**config.mk**
```make
export PLATFORM = sky130hd
export DESIGN_NAME = bka11_rr_adder_arbiter
export DESIGN_NICKNAME = d
export VERILOG_FILES = /design/src/rtl/bka11_rr_adder_arbiter.sv
export SDC_FILE = /design/constraint.sdc
export NUM_CORES = 1
export LEC_CHECK = 0
export BUFFER_PORTS_ARGS = -buffer_cell sky130_fd_sc_hd__buf_2
export CAP_MARGIN = 30
export CORE_MARGIN = 4
export CORE_UTILIZATION = 42
export DETAILED_ROUTE_END_ITERATION = 10
export GPL_ROUTABILITY_DRIVEN = 0
export GPL_TIMING_DRIVEN = 1
export PLACE_DENSITY = 0.87
export SETUP_SLACK_MARGIN = 0.15
export SYNTH_ARGS = -nofsm -noshare
export SYNTH_HDL_FRONTEND = slang
export SYNTH_SLANG_ARGS = --single-unit
```
**constraint.sdc**
```tcl
create_clock -name clk -period 4.66 [get_ports clk]
set_input_delay 0.233 -clock clk [delete_from_list [all_inputs] [get_ports clk]]
set_output_delay 0.233 -clock clk [all_outputs]
set_load 0.05 [all_outputs]
```
**src/rtl/bka11_rr_adder_arbiter.sv**
```systemverilog
// Round-robin arbitrated access to a shared 11-bit Brent-Kung adder.
// One request is granted per cycle. Its operands pass through the adder
// combinationally, and the 12-bit sum plus the requester tag are captured
// in a single output register that uses valid/ready handshaking.

// 11-bit Brent-Kung parallel-prefix adder with carry-in; bit 11 of sum_o is carry-out.
module UBPriBKA_10_0 (
    input  logic [10:0] x_i,
    input  logic [10:0] y_i,
    input  logic        cin_i,
    output logic [11:0] sum_o
);

    logic [10:0] p;
    logic [10:0] g;
    logic [10:0] gg;
    logic [10:0] pp;

    // Prefix tree: carry-in is folded into bit 0's generate, then an up-sweep
    // and a down-sweep leave gg[i] as the carry out of bit i.
    always_comb begin
        p     = x_i ^ y_i;
        g     = x_i & y_i;
        gg    = g;
        pp    = p;
        gg[0] = g[0] | (p[0] & cin_i);
        for (int unsigned d = 1; d < 11; d = d * 2) begin
            for (int unsigned i = 2 * d - 1; i < 11; i = i + 2 * d) begin
                gg[i] = gg[i] | (pp[i] & gg[i - d]);
                pp[i] = pp[i] & pp[i - d];
            end
        end
        for (int unsigned d = 4; d >= 1; d = d / 2) begin
            for (int unsigned i = 3 * d - 1; i < 11; i = i + 2 * d) begin
                gg[i] = gg[i] | (pp[i] & gg[i - d]);
            end
        end
        sum_o[0] = p[0] ^ cin_i;
        for (int unsigned i = 1; i < 11; i++) begin
            sum_o[i] = p[i] ^ gg[i - 1];
        end
        sum_o[11] = gg[10];
    end

endmodule

module bka11_rr_adder_arbiter #(
    parameter int unsigned NREQ = 4,
    parameter int unsigned IDW  = 2
) (
    input  logic                 clk,
    input  logic                 rst,
    input  logic [NREQ-1:0]      req_valid,
    output logic [NREQ-1:0]      req_ready,
    input  logic [NREQ*11-1:0]   req_x,
    input  logic [NREQ*11-1:0]   req_y,
    input  logic [NREQ-1:0]      req_cin,
    output logic                 res_valid,
    input  logic                 res_ready,
    output logic [11:0]          res_sum,
    output logic [IDW-1:0]       res_id,
    output logic                 busy
);

    logic [IDW-1:0]  ptr_q, ptr_d;
    logic            res_valid_q, res_valid_d;
    logic [11:0]     res_sum_q, res_sum_d;
    logic [IDW-1:0]  res_id_q, res_id_d;

    logic [NREQ-1:0] grant;
    logic [IDW-1:0]  gnt_id;
    logic            gnt_any;
    logic            can_accept;
    logic            transfer;
    int unsigned     idx;
    int unsigned     base;
    logic [10:0]     sel_x;
    logic [10:0]     sel_y;
    logic            sel_cin;
    logic [11:0]     add_sum;

    // Round-robin scan starting at ptr_q: the first valid requester wins.
    always_comb begin
        grant   = '0;
        gnt_id  = '0;
        gnt_any = 1'b0;
        idx     = 0;
        for (int unsigned k = 0; k < NREQ; k++) begin
            idx = (32'(ptr_q) + k) % NREQ;
            if (!gnt_any && req_valid[idx]) begin
                gnt_any    = 1'b1;
                gnt_id     = IDW'(idx);
                grant[idx] = 1'b1;
            end
        end
    end

    // Route the granted requester's operands into the shared adder.
    always_comb begin
        base    = 11 * 32'(gnt_id);
        sel_x   = req_x[base +: 11];
        sel_y   = req_y[base +: 11];
        sel_cin = req_cin[gnt_id];
    end

    UBPriBKA_10_0 u_adder (
        .x_i   (sel_x),
        .y_i   (sel_y),
        .cin_i (sel_cin),
        .sum_o (add_sum)
    );

    assign can_accept = !res_valid_q || res_ready;
    assign transfer   = gnt_any && can_accept;
    assign req_ready  = grant & {NREQ{can_accept & ~rst}};
    assign busy       = res_valid_q | (|req_valid);
    assign res_valid  = res_valid_q;
    assign res_sum    = res_sum_q;
    assign res_id     = res_id_q;

    // Next state: load on transfer (also covers drain+accept), otherwise drain or hold.
    always_comb begin
        ptr_d       = ptr_q;
        res_valid_d = res_valid_q;
        res_sum_d   = res_sum_q;
        res_id_d    = res_id_q;
        if (transfer) begin
            res_valid_d = 1'b1;
            res_sum_d   = add_sum;
            res_id_d    = gnt_id;
            ptr_d       = (gnt_id == IDW'(NREQ - 1)) ? '0 : gnt_id + 1'b1;
        end else if (res_ready) begin
            res_valid_d = 1'b0;
        end
    end

    // Output register and round-robin pointer.
    always_ff @(posedge clk or posedge rst) begin
        if (rst) begin
            ptr_q       <= '0;
            res_valid_q <= 1'b0;
            res_sum_q   <= '0;
            res_id_q    <= '0;
        end else begin
            ptr_q       <= ptr_d;
            res_valid_q <= res_valid_d;
            res_sum_q   <= res_sum_d;
            res_id_q    <= res_id_d;
        end
    end

endmodule

```
**Word level (Yosys, flattened, before mapping)**

Cells that the tools add are included.

- Output and inout bits: 20
- Register bits after elaboration: 17
- Logic and storage cells: 126
- Input bits: 99

- Order comparisons: 9
- Add/subtract/negate cells: 4
- Reductions and logical operators: 15
- Bitwise logic cells: 57
- Eq/ne operators: 1
- Shifts and indexed selects: 2
- Multiply operators: 1
- Muxes and demuxes: 33

Operator list:

| cell | count |
|---|---|
| $shiftx A44 B7 Y11 | 2 |
| $and A1 B1 Y1 | 22 |
| $or A1 B1 Y1 | 17 |
| $mux W4 | 4 |
| $lt A2 B3 Y1 const B | 5 |
| $mux W1 | 15 |
| $or A4 B4 Y4 | 3 |
| $and A11 B11 Y11 | 1 |
| $xor A1 B1 Y1 | 11 |
| $xor A11 B11 Y11 | 1 |
| $bmux W1 S2 | 5 |
| $mux W2 | 5 |
| $demux W1 S2 | 4 |
| $ge A2 B1 Y1 const B | 4 |
| $logic_and A1 B1 Y1 | 8 |
| $mul A4 B2 Y6 const A | 1 |
| $add A2 B1 Y2 const B | 2 |
| $add A2 B2 Y2 const B | 2 |
| $and A4 B4 Y4 | 1 |
| $logic_not A1 Y1 | 4 |
| $reduce_or A4 Y1 | 1 |
| $eq A2 B2 Y1 const B | 1 |
| $reduce_bool A2 Y1 | 1 |
| $logic_or A1 B1 Y1 | 1 |
| $not A1 Y1 | 1 |

**Depth between registers and ports, before layout**

Gate-level depths: netlist of the first run.

- Depth after elaboration: 27
- Depth in mapped cells: 23
- Gate-level depth less buffers: 19

**By module**

From an unflattened synthesis of the first run, not the netlist that was laid out.

- Cells, all modules: 226
- Area, all modules: 2319.7 sq um

Modules (own cells, without submodules):

| module | area each (sq um) | cells each | times used | seq. area each (sq um) |
|---|---|---|---|---|
| bka11_rr_adder_arbiter | 1903.1 | 180 | 1 | 425.4 |
| UBPriBKA_10_0 | 416.6 | 46 | 1 | 0.0 |

**Worst setup path before layout of the first run**

Ideal clock, no wire load.

- Path type: flip-flop to flip-flop
- Start point: register ptr_q[1]
- End point: register res_sum_q[10] (netlist: res_sum[10])
- Stages on the path, launching flop included: 24
- Setup slack: -342 ps
- Buffers on the path: 4
- Data required time: 4542 ps
- Library setup time: 118 ps
- Arrival: 4884 ps
- Path through: dfrtp_1 buf_2 inv_1 ha_1 buf_2 mux4_2 nor2b_4 nor2_2 a21o_1 buf_6 buf_4 mux2i_1 mux2i_1 fa_1 fa_1 a21o_1 a21o_1 a21oi_1 nor2b_1 o41ai_1 o21ai_0 fa_1 nand2_1 nand2_1

- Cells in the longest elaborated chain, start to end: 26

RTL lines:

| element | line | RTL |
|---|---|---|
| from (decl) | 65 | `logic [IDW-1:0] ptr_q, ptr_d;` |
| from (signal assigned) | 145 | `ptr_q <= ptr_d;` |
| parallel branches: the longest is 11 deep, another holds $add A2 B1 Y2 | n/a |  |
| $mux W2 (*) | 90 | `if (!gnt_any && req_valid[idx]) begin` |
| $mul A4 B2 Y6 | 100 | `base = 11 * 32'(gnt_id);` |
| $shiftx A44 B7 Y11, on equally long branches | 101, 102 |  |
| $xor A11 B11 Y11 | 22 | `p = x_i ^ y_i;` |
| $and A1 B1 Y1 | 26 | `gg[0] = g[0] \| (p[0] & cin_i);` |
| $or A1 B1 Y1 | 26 |  |
| $and A1 B1 Y1 | 29 | `gg[i] = gg[i] \| (pp[i] & gg[i - d]);` |
| $or A1 B1 Y1 | 29 |  |
| $and A1 B1 Y1 | 29 |  |
| $or A1 B1 Y1 | 29 |  |
| $and A1 B1 Y1 | 29 |  |
| $or A1 B1 Y1 | 29 |  |
| $and A1 B1 Y1 | 35 | `gg[i] = gg[i] \| (pp[i] & gg[i - d]);` |
| $or A1 B1 Y1 | 35 |  |
| $xor A1 B1 Y1 (*) | 40 | `sum_o[i] = p[i] ^ gg[i - 1];` |
| via add_sum[10] | 80 | `logic [11:0] add_sum;` |
| to (signal assigned) | 147 | `res_sum_q <= res_sum_d;` |
| to (decl) | 67 | `logic [11:0] res_sum_q, res_sum_d;` |

Mark *: on every way through the listed nets, which the timed path passes. The select of a mux whose other input is x is not followed.
A chain may end at the register's enable or synchronous reset.

**Worst setup path in the final report of the first run**

- Start point: register ptr_q[0]
- End point: register res_sum_q[8] (netlist: res_sum[8])

- Cells in the longest elaborated chain, start to end: 24

RTL lines:

| element |
|---|
| parallel branches: the longest is 24 deep, another holds $mul A4 B2 Y6 |

Several ways; the timed one is not identified. The select of a mux whose other input is x is not followed.

==> results of run 1 <==
[worst min-delay path by stage]
stage,from,to,slack (ps),cells past startpoint
CTS,rst,res_valid$_DFFE_PP0P_,80,2
global route,rst,res_sum[5]$_DFFE_PP0P_,130,2
detailed placement,rst,res_valid$_DFFE_PP0P_,350,2
floorplan,rst,ptr_q[0]$_DFFE_PP0P_,170,1
global placement,rst,res_sum[4]$_DFFE_PP0P_,340,2
finish,rst,res_sum[6]$_DFFE_PP0P_,60,2
[through the flow]
stage | hold slack (ps) | instances | setup slack (ps) | instance area, um2
floorplan | 167 | 253 | 33.4 | 2440
global placement | 336 | 433 | 143 | 3050
detailed placement | 350 | 433 | -57.6 | 3050
CTS | 77.9 | 445 | 151 | 3170
global route | 132 | 451 | -107 | 3260
finish | 60.0 | 451 | 81.5 | 3260
[cells in the final DEF, fill, tap and decap left out, types with 2 or more instances in the layout]
| master | n |
|---|---|
| sky130_fd_sc_hd__o21ai_0 | 7 |
| sky130_fd_sc_hd__nand2_1 | 31 |
| sky130_fd_sc_hd__nand2b_1 | 4 |
| sky130_fd_sc_hd__inv_1 | 4 |
| sky130_fd_sc_hd__fa_1 | 4 |
| sky130_fd_sc_hd__clkbuf_8 | 3 |
| sky130_fd_sc_hd__buf_2 | 118 |
| sky130_fd_sc_hd__nor2_1 | 13 |
| sky130_fd_sc_hd__nor4_1 | 3 |
| sky130_fd_sc_hd__buf_6 | 3 |
| sky130_fd_sc_hd__or2_2 | 2 |
| sky130_fd_sc_hd__buf_4 | 18 |
| sky130_fd_sc_hd__a21o_1 | 4 |
| sky130_fd_sc_hd__xnor2_1 | 4 |
| sky130_fd_sc_hd__a221oi_1 | 4 |
| sky130_fd_sc_hd__o21ai_1 | 4 |
| sky130_fd_sc_hd__mux2i_1 | 67 |
| sky130_fd_sc_hd__ha_1 | 14 |
| sky130_fd_sc_hd__a21oi_1 | 3 |
| sky130_fd_sc_hd__xor2_1 | 2 |
| sky130_fd_sc_hd__nor3_1 | 4 |
| sky130_fd_sc_hd__mux4_2 | 3 |
| sky130_fd_sc_hd__nand3b_1 | 3 |
| sky130_fd_sc_hd__dfrtp_1 | 16 |
| sky130_fd_sc_hd__o211ai_1 | 2 |
| sky130_fd_sc_hd__a22oi_1 | 4 |
| sky130_fd_sc_hd__mux2i_2 | 2 |
| sky130_fd_sc_hd__fa_2 | 3 |
| sky130_fd_sc_hd__mux2_2 | 6 |
[sequential cells by signal (all words and copies together), names as in the netlist]
name and flops:
res_sum 12, ptr_q 2, res_id 2, res_valid 1
[area by class of cell]
| cell class | count | area (um2) | area share, % |
|---|---|---|---|
| clock buffers | 4 | 45.0 | 1.38 |
| inverters | 6 | 30.0 | 0.921 |
| multi-input cells | 212 | 1890 | 57.9 |
| flip-flops and latches | 17 | 427 | 13.1 |
| well taps | 72 | 90.1 | 2.76 |
| repair buffers | 140 | 779 | 23.9 |
[worst max-delay path, stage by stage, from the launching register on]
cell and delay [ps]:
sky130_fd_sc_hd__dfrtp_2 440, sky130_fd_sc_hd__inv_6 60, sky130_fd_sc_hd__ha_4 320, sky130_fd_sc_hd__mux2i_4 280, sky130_fd_sc_hd__nor3_2 50, sky130_fd_sc_hd__nor4_1 270
sky130_fd_sc_hd__a21o_2 260, sky130_fd_sc_hd__buf_4 160, sky130_fd_sc_hd__mux2i_2 250, sky130_fd_sc_hd__mux2i_2 110, sky130_fd_sc_hd__fa_2 350, sky130_fd_sc_hd__fa_2 350
sky130_fd_sc_hd__a21o_1 160, sky130_fd_sc_hd__a21o_1 170, sky130_fd_sc_hd__a21oi_2 150, sky130_fd_sc_hd__nor2b_2 70, sky130_fd_sc_hd__o41ai_2 350, sky130_fd_sc_hd__buf_4 180
sky130_fd_sc_hd__fa_2 420, sky130_fd_sc_hd__o21ai_1 120
[synth_stat cells (all sizes together)]
| cell type | count | area share [%] |
|---|---|---|
| ha | 15 | 8.0 |
| a32oi | 1 | 0.37 |
| a22oi | 4 | 1.3 |
| o41ai | 1 | 0.37 |
| or3b | 1 | 0.37 |
| and3 | 1 | 0.27 |
| mux2 | 6 | 2.9 |
| nor2b | 3 | 1.1 |
| a211oi | 1 | 0.32 |
| xor2 | 3 | 1.1 |
| nor2 | 14 | 2.3 |
| nor3 | 5 | 1.1 |
| inv | 6 | 0.96 |
| nand2b | 4 | 1.1 |
| clkbuf | 4 | 0.64 |
| xnor2 | 4 | 1.5 |
| a21oi | 4 | 0.85 |
| or2 | 2 | 0.53 |
| nand3b | 3 | 0.96 |
| nand3 | 1 | 0.21 |
| a2111oi | 1 | 0.37 |
| fa | 7 | 5.9 |
| o21ai | 11 | 2.3 |
| mux2i | 70 | 30 |
| buf | 14 | 4.4 |
| mux4 | 3 | 2.9 |
| a21o | 5 | 1.6 |
| a221oi | 4 | 1.5 |
| o31ai | 1 | 0.32 |
| nor4 | 3 | 0.80 |
| a32o | 1 | 0.42 |
| o211ai | 2 | 0.64 |
| dfrtp | 17 | 18 |
| nand2 | 31 | 4.9 |
[cells by family (layout without fill, tap and decap cells)]
family                   Yosys count  in the layout
AO/OA/AOI/OAI                     36             36
XOR/XNOR                           7              7
adder cells (fa/ha/maj)           22             22
buffers and inverters             24            150
flip-flops                        17             17
multiplexers                      79             79
AND/OR/NAND/NOR                   68             68
[routing by layer]
| layer | track usage, % | wire (um) | vias up |
|---|---|---|---|
| met2 | 35.6 | 3820 | 117 |
| li1 | - | - | 1165 |
| met1 | 23.3 | 2760 | 1150 |
| met4 | 6.24 | 229 | 0 |
| met3 | 2.28 | 398 | 26 |
| met5 | 0 | 0 | - |
[what timing repair did]
| action | 4_1_cts | 5_1_grt |
|---|---|---|
| gates resized for setup | 5 | 10 |
| pin swaps | 5 | 7 |
| buffers inserted | 8 | 6 |
| setup endpoints to repair | 4 | 6 |
==> results.yml, run 1 <==
clock_tree:
  clkSlewWorstSetupHoldPaths_ps: 70
  clock-sinks: 17
  numCtsBuffers: 3
  cts.root.buffer_cell: "sky130_fd_sc_hd__clkbuf_8"
  clk_path_buf_depth: 2
  ctsHoldBuffers: 0
  tritoncts: "done"
  worstSkewPairLatency_ps: 260
  h-tree-depth: 1
worst_setup_path:
  worstSetupStartpoint: "ptr_q[0]$_DFFE_PP0P_"
  worst_setup_path_endpoint: "res_sum[8]$_DFFE_PP0P_"
  critical_path.reg2reg.startpoint: "ptr_q[0]$_DFFE_PP0P_"
  worst-setup-path-type: "reg2reg"
  rr_worst_depth: 19
  cp_max_fo: 8
  setup.reg_to_reg.worst_slack_ps: 80
  crit_path_end_kind: "flip-flop"
  required_ps: 4840
  cp.arrival_ps: 4760
  cp-start-kind: "flip-flop"
  worstReg2RegEnd: "res_sum[8]$_DFFE_PP0P_"
die:
  start_util_pct: 43.0
  placeableCoreArea_um2: 5470
  num_io_pins: 119
  die_area_um2: 6870
  die_width_um: 82.9
  std_cell_rows: 27
  floorplan.die.height_um: 82.9
synthesis:
  synthAdderAreaFrac_pct: 13.9
  synth-xor-area-share_pct: 2.60
  syn-num-nets: 374
  synth_cell_types: 40
  synthCells: 253
  syn-mean-instance-area_um2: 9.31
  synthesis.area_um2: 2360
  synth_simple_gate_area_share_pct: 13.6
  synth-seq-cells: 17
  synth_mux_area_share_pct: 35.5
  main_combinational_cell_family_by_area_after_synthesis: "multiplexers"
  synth_warn: 0
  share_of_synthesized_area_occupied_by_flip_flops_and_latches_pct: 18.1
  synth_compound_gate_area_share_pct: 10.4
grt:
  grt_usage_pct: 19.4
  antenna_violations_before_repair: 0
  grt_pass1_wl_um: 11100
  gr-total-overflow: 0
  first_global_vias: 2368
  maximum_number_of_pins_on_one_net_before_global_route_repair: 27
routing:
  post-route-drc-count: 0
  first_drt_iteration_drcs: 195
  wire_length_reported_by_the_detailed_router_um: 7200
  post_drt_wl_per_cell_um: 16.0
  drt_first_pass_iters: 4
  drtAntennaViolNets: 0
  routed-via-count: 2458
  post_drt_via_cell_ratio: 5.45
timing:
  timing.slew.headroom_pct: 53.0
  slew_violations: 0
  finalSetupViolCount: 0
  layout_worst_path_cycle_share_pct: 98.3
  rsz0062_at_grt: "true"
  fin_skew_ps: 0.901
  period_minus_slack_ps: 4580
  report.final.hold_viol_count: 0
  timing.fmax_mhz: 218
  setup_tns_ps: 0
  max_slew.worst_pin.slew_ps: 705
final_layout:
  fill_cells: 481
  flow.area_growth_from_synthesis_pct: 38.3
  num_antenna_cells: 0
  ratio_of_cells_with_drive_above_1_in_the_final_layout_pct: 46.2
  final_net_count: 501
  post-route-util_pct: 59.6
min_path:
  path_category_of_the_worst_min_delay_check: "in2async"
place:
  input_output_buffers: 118
  hpwl_um: 5600
run_status:
  outcome: "finished clean"
run:
  maxCapViolCount: 0
Power of run 1 is not shown: default switching activity piles up to over one toggle a cycle in this logic, so the estimate is an artifact.
==> run 2: changes to the inputs <==
--- a/config.mk
+++ b/config.mk
@@ -7,13 +7,15 @@
 export LEC_CHECK = 0
 export BUFFER_PORTS_ARGS = -buffer_cell sky130_fd_sc_hd__buf_2
 export CAP_MARGIN = 30
+export CELL_PAD_IN_SITES_DETAIL_PLACEMENT = 1
+export CELL_PAD_IN_SITES_GLOBAL_PLACEMENT = 1
 export CORE_MARGIN = 4
-export CORE_UTILIZATION = 42
+export CORE_UTILIZATION = 30
 export DETAILED_ROUTE_END_ITERATION = 10
 export GPL_ROUTABILITY_DRIVEN = 0
 export GPL_TIMING_DRIVEN = 1
-export PLACE_DENSITY = 0.87
-export SETUP_SLACK_MARGIN = 0.15
+export PLACE_DENSITY = 0.86
+export SETUP_SLACK_MARGIN = 0.4
 export SYNTH_ARGS = -nofsm -noshare
 export SYNTH_HDL_FRONTEND = slang
 export SYNTH_SLANG_ARGS = --single-unit
==> run 2 against run 1 <==
  * Die area increased by 36%
  * Via count fell by 1.3%
  * Largest cell class unchanged
  * Worst setup slack better by 29 ps
  * Critical path depth down 1
  * Maximum frequency grew 0.63%
==> results.yml, run 2 (synthesis results as in run 1) <==
grt:
  gr-total-overflow: 0
  grt_pass1_wl_um: 13300
  maximum_number_of_pins_on_one_net_before_global_route_repair: 27
  antenna_violations_before_repair: 0
  first_global_vias: 2700
  grt_usage_pct: 17.2
worst_setup_path:
  cp_max_fo: 8
  cp_cell_sequence: "inv_4 > ha_4 > mux4_2 > buf_4 > o211ai_1 > o31ai_4 > mux2i_2 > fa_2 > fa_2 > a21o_1 > a21o_1 > a21oi_2 > nor2b_2 > o41ai_4 > o21ai_2 > fa_2 > nand2_1 > nand2_1"
  crit_path_end_kind: "flip-flop"
  cp_slowest_cell: "sky130_fd_sc_hd__fa_2"
  cp.arrival_ps: 4750
  worstReg2RegEnd: "res_sum[10]$_DFFE_PP0P_"
  required_ps: 4860
  rr_worst_depth: 18
  setup.reg_to_reg.worst_slack_ps: 110
  cpPeakStageDelay_ps: 540
  cp-start-kind: "flip-flop"
  worst_path_most_repeated_cell: "sky130_fd_sc_hd__fa_2"
  worst-setup-path-type: "reg2reg"
  critical_path.reg2reg.startpoint: "ptr_q[1]$_DFFE_PP0P_"
die:
  std_cell_rows: 32
  placeableCoreArea_um2: 7690
  start_util_pct: 30.6
  floorplan.die.height_um: 96.6
  die_area_um2: 9340
  num_io_pins: 119
  die_width_um: 96.6
routing:
  post_drt_via_cell_ratio: 5.09
  post-route-drc-count: 0
  first_drt_iteration_drcs: 49
  wire_length_reported_by_the_detailed_router_um: 8180
  drt_first_pass_iters: 4
  routed-via-count: 2426
  drtAntennaViolNets: 0
  post_drt_wl_per_cell_um: 17.2
final_layout:
  ratio_of_cells_with_drive_above_1_in_the_final_layout_pct: 47.7
  flow.area_growth_from_synthesis_pct: 40.3
  fill_cells: 917
  final_net_count: 497
  num_antenna_cells: 0
  layout.cells.most_common: "sky130_fd_sc_hd__buf_2"
  post-route-util_pct: 43.0
  final_cells: 477
  largest_register_ff_count: 12
  most-common-layout-cells: "sky130_fd_sc_hd__buf_2 (118), sky130_fd_sc_hd__mux2i_1 (64), sky130_fd_sc_hd__nand2_1 (31)"
timing:
  layout_worst_path_cycle_share_pct: 97.6
  rsz0062_at_grt: "true"
  slew_violations: 0
  period_minus_slack_ps: 4550
  timing.slew.headroom_pct: 50.3
  report.final.hold_viol_count: 0
  finalSetupViolCount: 0
  worst_hold_slack_ps: 62.8
  max_slew.worst_pin.slew_ps: 746
  timing.fmax_mhz: 220
  fin_skew_ps: 5.66
clock_tree:
  clkSlewWorstSetupHoldPaths_ps: 70
  worstSkewPairLatency_ps: 260
  tritoncts: "done"
  clk_path_buf_depth: 2
  clock-sinks: 17
  numCtsBuffers: 3
  cts.root.buffer_cell: "sky130_fd_sc_hd__clkbuf_8"
  h-tree-depth: 1
place:
  placed_cells: 461
  input_output_buffers: 118
  hpwl_um: 6640
min_path:
  path_category_of_the_worst_min_delay_check: "in2async"
run:
  maxCapViolCount: 0
run_status:
  outcome: "finished clean"
-- run 2: cell count changes in the layout (fill, tap and decap cells not counted), sizes merged --
cell and delta:
clkbuf -1, clkinv +1, buf -4
-- run 2: routing by layer --
metal	vias up	share of wire [%]	global-route usage [%]
met2	82	54	32.1
met5	-	0	0
met1	1165	39	19.4
met3	22	4.6	3.17
met4	0	3.0	5.72
li1	1157	-	-
-- run 2: critical path: cells and delay by family, from the launching register on --
| kind | cells | cell delay, ps |
|---|---|---|
| AOI/OAI and AO/OA | 7 | 1400 |
| adders and majority gates | 4 | 1640 |
| buffers and inverters | 2 | 240 |
| DFF | 1 | 420 |
| muxes | 2 | 560 |
| and+or+nand+nor | 3 | 210 |
-- run 2: worst max-delay path by stage --
stage                         start                      end  depth (start not counted)
5_1_grt        ptr_q[1]$_DFFE_PP0P_  res_sum[10]$_DFFE_PP0P_                         19
3_5_place_dp   ptr_q[0]$_DFFE_PP0P_  res_sum[10]$_DFFE_PP0P_                         18
6_report       ptr_q[1]$_DFFE_PP0P_  res_sum[10]$_DFFE_PP0P_                         18
3_3_place_gp   ptr_q[0]$_DFFE_PP0P_  res_sum[10]$_DFFE_PP0P_                         18
2_1_floorplan  ptr_q[0]$_DFFE_PP0P_  res_sum[10]$_DFFE_PP0P_                         23
4_1_cts        ptr_q[1]$_DFFE_PP0P_  res_sum[10]$_DFFE_PP0P_                         17
-- run 2: layout make-up --
cell class | instances | area [um2] | area share [%]
clock buffers | 3 | 41.3 | 1.25
clock inverters | 1 | 5.00 | 0.151
inverters | 6 | 30.0 | 0.909
multi-input cells | 212 | 1930 | 58.5
flip-flops and latches | 17 | 427 | 12.9
well taps | 102 | 128 | 3.86
repair buffers | 136 | 742 | 22.5
-- run 2: what timing repair did --
action	CTS	global route
hold buffers	0	0
pin swaps	14	2
setup endpoints to repair	7	7
gates cloned	0	0
setup buffers	12	0
resized for setup	12	14
-- run 2: stage by stage --
step / setup slack, ps / setup TNS [ps] / cell area [um2]
after detailed placement: -178 / -404 / 3060
final: 110 / 0 / 3300
after global routing: -51.0 / -51.0 / 3300
after global placement: 120 / 0 / 3060
after CTS: 78.9 / 0 / 3250
after floorplan: 33.4 / 0 / 2440
Power of run 2 is left out for the same reason.
==> run 3: changes to the inputs <==
--- a/config.mk
+++ b/config.mk
@@ -5,7 +5,7 @@
 export SDC_FILE = /design/constraint.sdc
 export NUM_CORES = 1
 export LEC_CHECK = 0
-export BUFFER_PORTS_ARGS = -buffer_cell sky130_fd_sc_hd__buf_2
+export BUFFER_PORTS_ARGS = -buffer_cell sky130_fd_sc_hd__buf_4
 export CAP_MARGIN = 30
 export CELL_PAD_IN_SITES_DETAIL_PLACEMENT = 1
 export CELL_PAD_IN_SITES_GLOBAL_PLACEMENT = 1
==> constraint.sdc (replaced) <==
create_clock -name clk -period 4.66 [get_ports clk]
set_input_delay 0.466 -clock clk [delete_from_list [all_inputs] [get_ports clk]]
set_output_delay 0.466 -clock clk [all_outputs]
set_load 0.05 [all_outputs]
==> run 3 against run 2 <==
  * Final cell count increased by 1.0%
  * Worst setup slack better by 140 ps
  * Maximum frequency increased by 3.1%
  * Clock skew decreased by 0.64 ps
  * Sequential share of layout area decreased by 1.1 points
  * First-iteration DRC count fell by 22%
  * Die area stayed put
  * Global-route usage is 0.71 points lower
==> results.yml, run 3 (synthesis results as in run 1) <==
final_layout:
  fill_cells: 914
  layout.cells.most_common: "sky130_fd_sc_hd__buf_4"
  most-common-layout-cells: "sky130_fd_sc_hd__buf_4 (139), sky130_fd_sc_hd__mux2i_1 (66), sky130_fd_sc_hd__nand2_1 (31)"
  multi_input_comb_area_um2: 1920
  final_net_count: 502
  flow.area_growth_from_synthesis_pct: 54.0
  ratio_of_cells_with_drive_above_1_in_the_final_layout_pct: 47.9
  final_area_um2: 3630
  largest_register_ff_count: 12
  layout.area.seq_um2: 427
  num_antenna_cells: 0
worst_setup_path:
  cp_slowest_cell: "sky130_fd_sc_hd__fa_2"
  cp_cell_sequence: "inv_4 > ha_4 > mux2i_2 > nor3_2 > nor4_2 > a21o_4 > mux2i_1 > mux2i_1 > fa_2 > fa_2 > a21o_1 > a21o_1 > a21oi_2 > nor2b_2 > o41ai_2 > buf_4 > fa_2 > o21ai_2"
  path_delay_family: "adder cells"
  worst_path_bufs_invs: 2
  worst_path_most_repeated_cell: "sky130_fd_sc_hd__fa_2"
  required_ps: 4850
  rr_worst_depth: 18
  worst-setup-path-type: "reg2reg"
  cp_max_fo: 8
  cpPeakStageDelay_ps: 430
  path_depth: 18
  cp.arrival_ps: 4600
  cp-start-kind: "flip-flop"
  crit_path_end_kind: "flip-flop"
clock_tree:
  tritoncts: "done"
  worstSkewPairLatency_ps: 260
  clock-sinks: 17
  numCtsBuffers: 3
  h-tree-depth: 1
  clkSlewWorstSetupHoldPaths_ps: 70
  ctsHoldBuffers: 0
  cts.root.buffer_cell: "sky130_fd_sc_hd__clkbuf_8"
  clk_path_buf_depth: 2
routing:
  post-route-drc-count: 0
  drt_first_pass_iters: 4
  first_drt_iteration_drcs: 38
  post_drt_via_cell_ratio: 5.05
  met1_routed_length_um: 3290
  met2WireLength_um: 4460
  wire_length_reported_by_the_detailed_router_um: 8290
  met3WireLength_um: 408
  post_drt_wl_per_cell_um: 17.2
  routed-via-count: 2432
  highest_metal_layer_with_signal_wires: "met4"
  drtAntennaViolNets: 0
timing:
  slew_violations: 0
  finalSetupViolCount: 0
  layout_worst_path_cycle_share_pct: 94.7
  period_minus_slack_ps: 4410
  timing.fmax_mhz: 227
  fin_skew_ps: 5.02
  timing.slew.headroom_pct: 51.5
  rsz0062_at_grt: "true"
  report.final.hold_viol_count: 0
  max_slew.worst_pin.slew_ps: 728
run_status:
  outcome: "finished clean"
grt:
  first_global_vias: 2574
  grt_usage_pct: 16.5
  grt_pass1_wl_um: 12800
  maximum_number_of_pins_on_one_net_before_global_route_repair: 27
  antenna_violations_before_repair: 0
  gr-total-overflow: 0
die:
  floorplan.die.height_um: 96.6
  std_cell_rows: 32
  start_util_pct: 30.6
  placeableCoreArea_um2: 7690
  die_width_um: 96.6
  die_area_um2: 9340
  num_io_pins: 119
place:
  placed_cell_area_um2: 3370
  hpwl_um: 6530
  input_output_buffers: 118
min_path:
  path_category_of_the_worst_min_delay_check: "in2async"
run:
  maxCapViolCount: 0
[run 3: cell count changes in the layout (fill, tap and decap cells not counted), sizes merged]
cell	previous run	this run
clkinvlp	0	1
buf	136	141
clkinv	1	0
[run 3: area by class of cell]
cell class	instances	area share (%)
Clock buffer	3	1.14
Clock inverter	1	0.207
Inverter	6	0.828
Multi-Input combinational cell	212	52.9
Sequential cell	17	11.8
Tap cell	102	3.52
Timing Repair Buffer	141	29.6
[run 3: metal layers]
layer | track usage (%) | vias to the layer above
met5 | 0 | -
met4 | 3.67 | 0
met3 | 3.17 | 13
met2 | 30.3 | 84
met1 | 19.7 | 1168
li1 | - | 1167
[run 3: stage by stage]
step | setup TNS [ps] | setup WS (ps) | hold WS (ps) | utilization, % | std cells
floorplan | 0 | 33.4 | 400 | - | 253
global placement | 0 | 151 | 461 | 43.9 | 461
detailed placement | -75.7 | -75.7 | 472 | 43.9 | 461
finish | 0 | 246 | 305 | 47.2 | 482
global route | 0 | 64.7 | 354 | 47.2 | 482
CTS | 0 | 221 | 318 | 45.5 | 473
[run 3: timing repair]
action / in CTS / in global routing
endpoints found under the hold margin: 0 / 0
pin swaps: 8 / 5
endpoints found under the setup margin: 7 / 7
cloned: 0 / 0
resized for setup: 6 / 13
setup buffers: 8 / 9
[run 3: path summary, 6_finish.rpt]
check                                               to                    from  slack [ps]
worst max-delay path            res_sum[8]$_DFFE_PP0P_    ptr_q[1]$_DFFE_PP0P_         250
worst min-delay path            res_sum[1]$_DFFE_PP0P_                     rst         300
worst max register to register  res_sum[8]$_DFFE_PP0P_    ptr_q[1]$_DFFE_PP0P_         250
worst min register to register  res_sum[2]$_DFFE_PP0P_  res_sum[2]$_DFFE_PP0P_         480
max in group asynchronous         ptr_q[0]$_DFFE_PP0P_                     rst        3880
min in group clk                res_sum[2]$_DFFE_PP0P_  res_sum[2]$_DFFE_PP0P_         480
[run 3: worst register-to-register path: cells and delay by family, from the launching register on]
family / cells / cell delay [ps]
AOI/OAI and AO/OA: 6 / 1090
adders and majority gates: 4 / 1500
buffers and inverters: 2 / 240
DFF: 1 / 410
muxes: 3 / 660
and+or+nand+nor: 3 / 420
Power of run 3 is left out for the same reason.
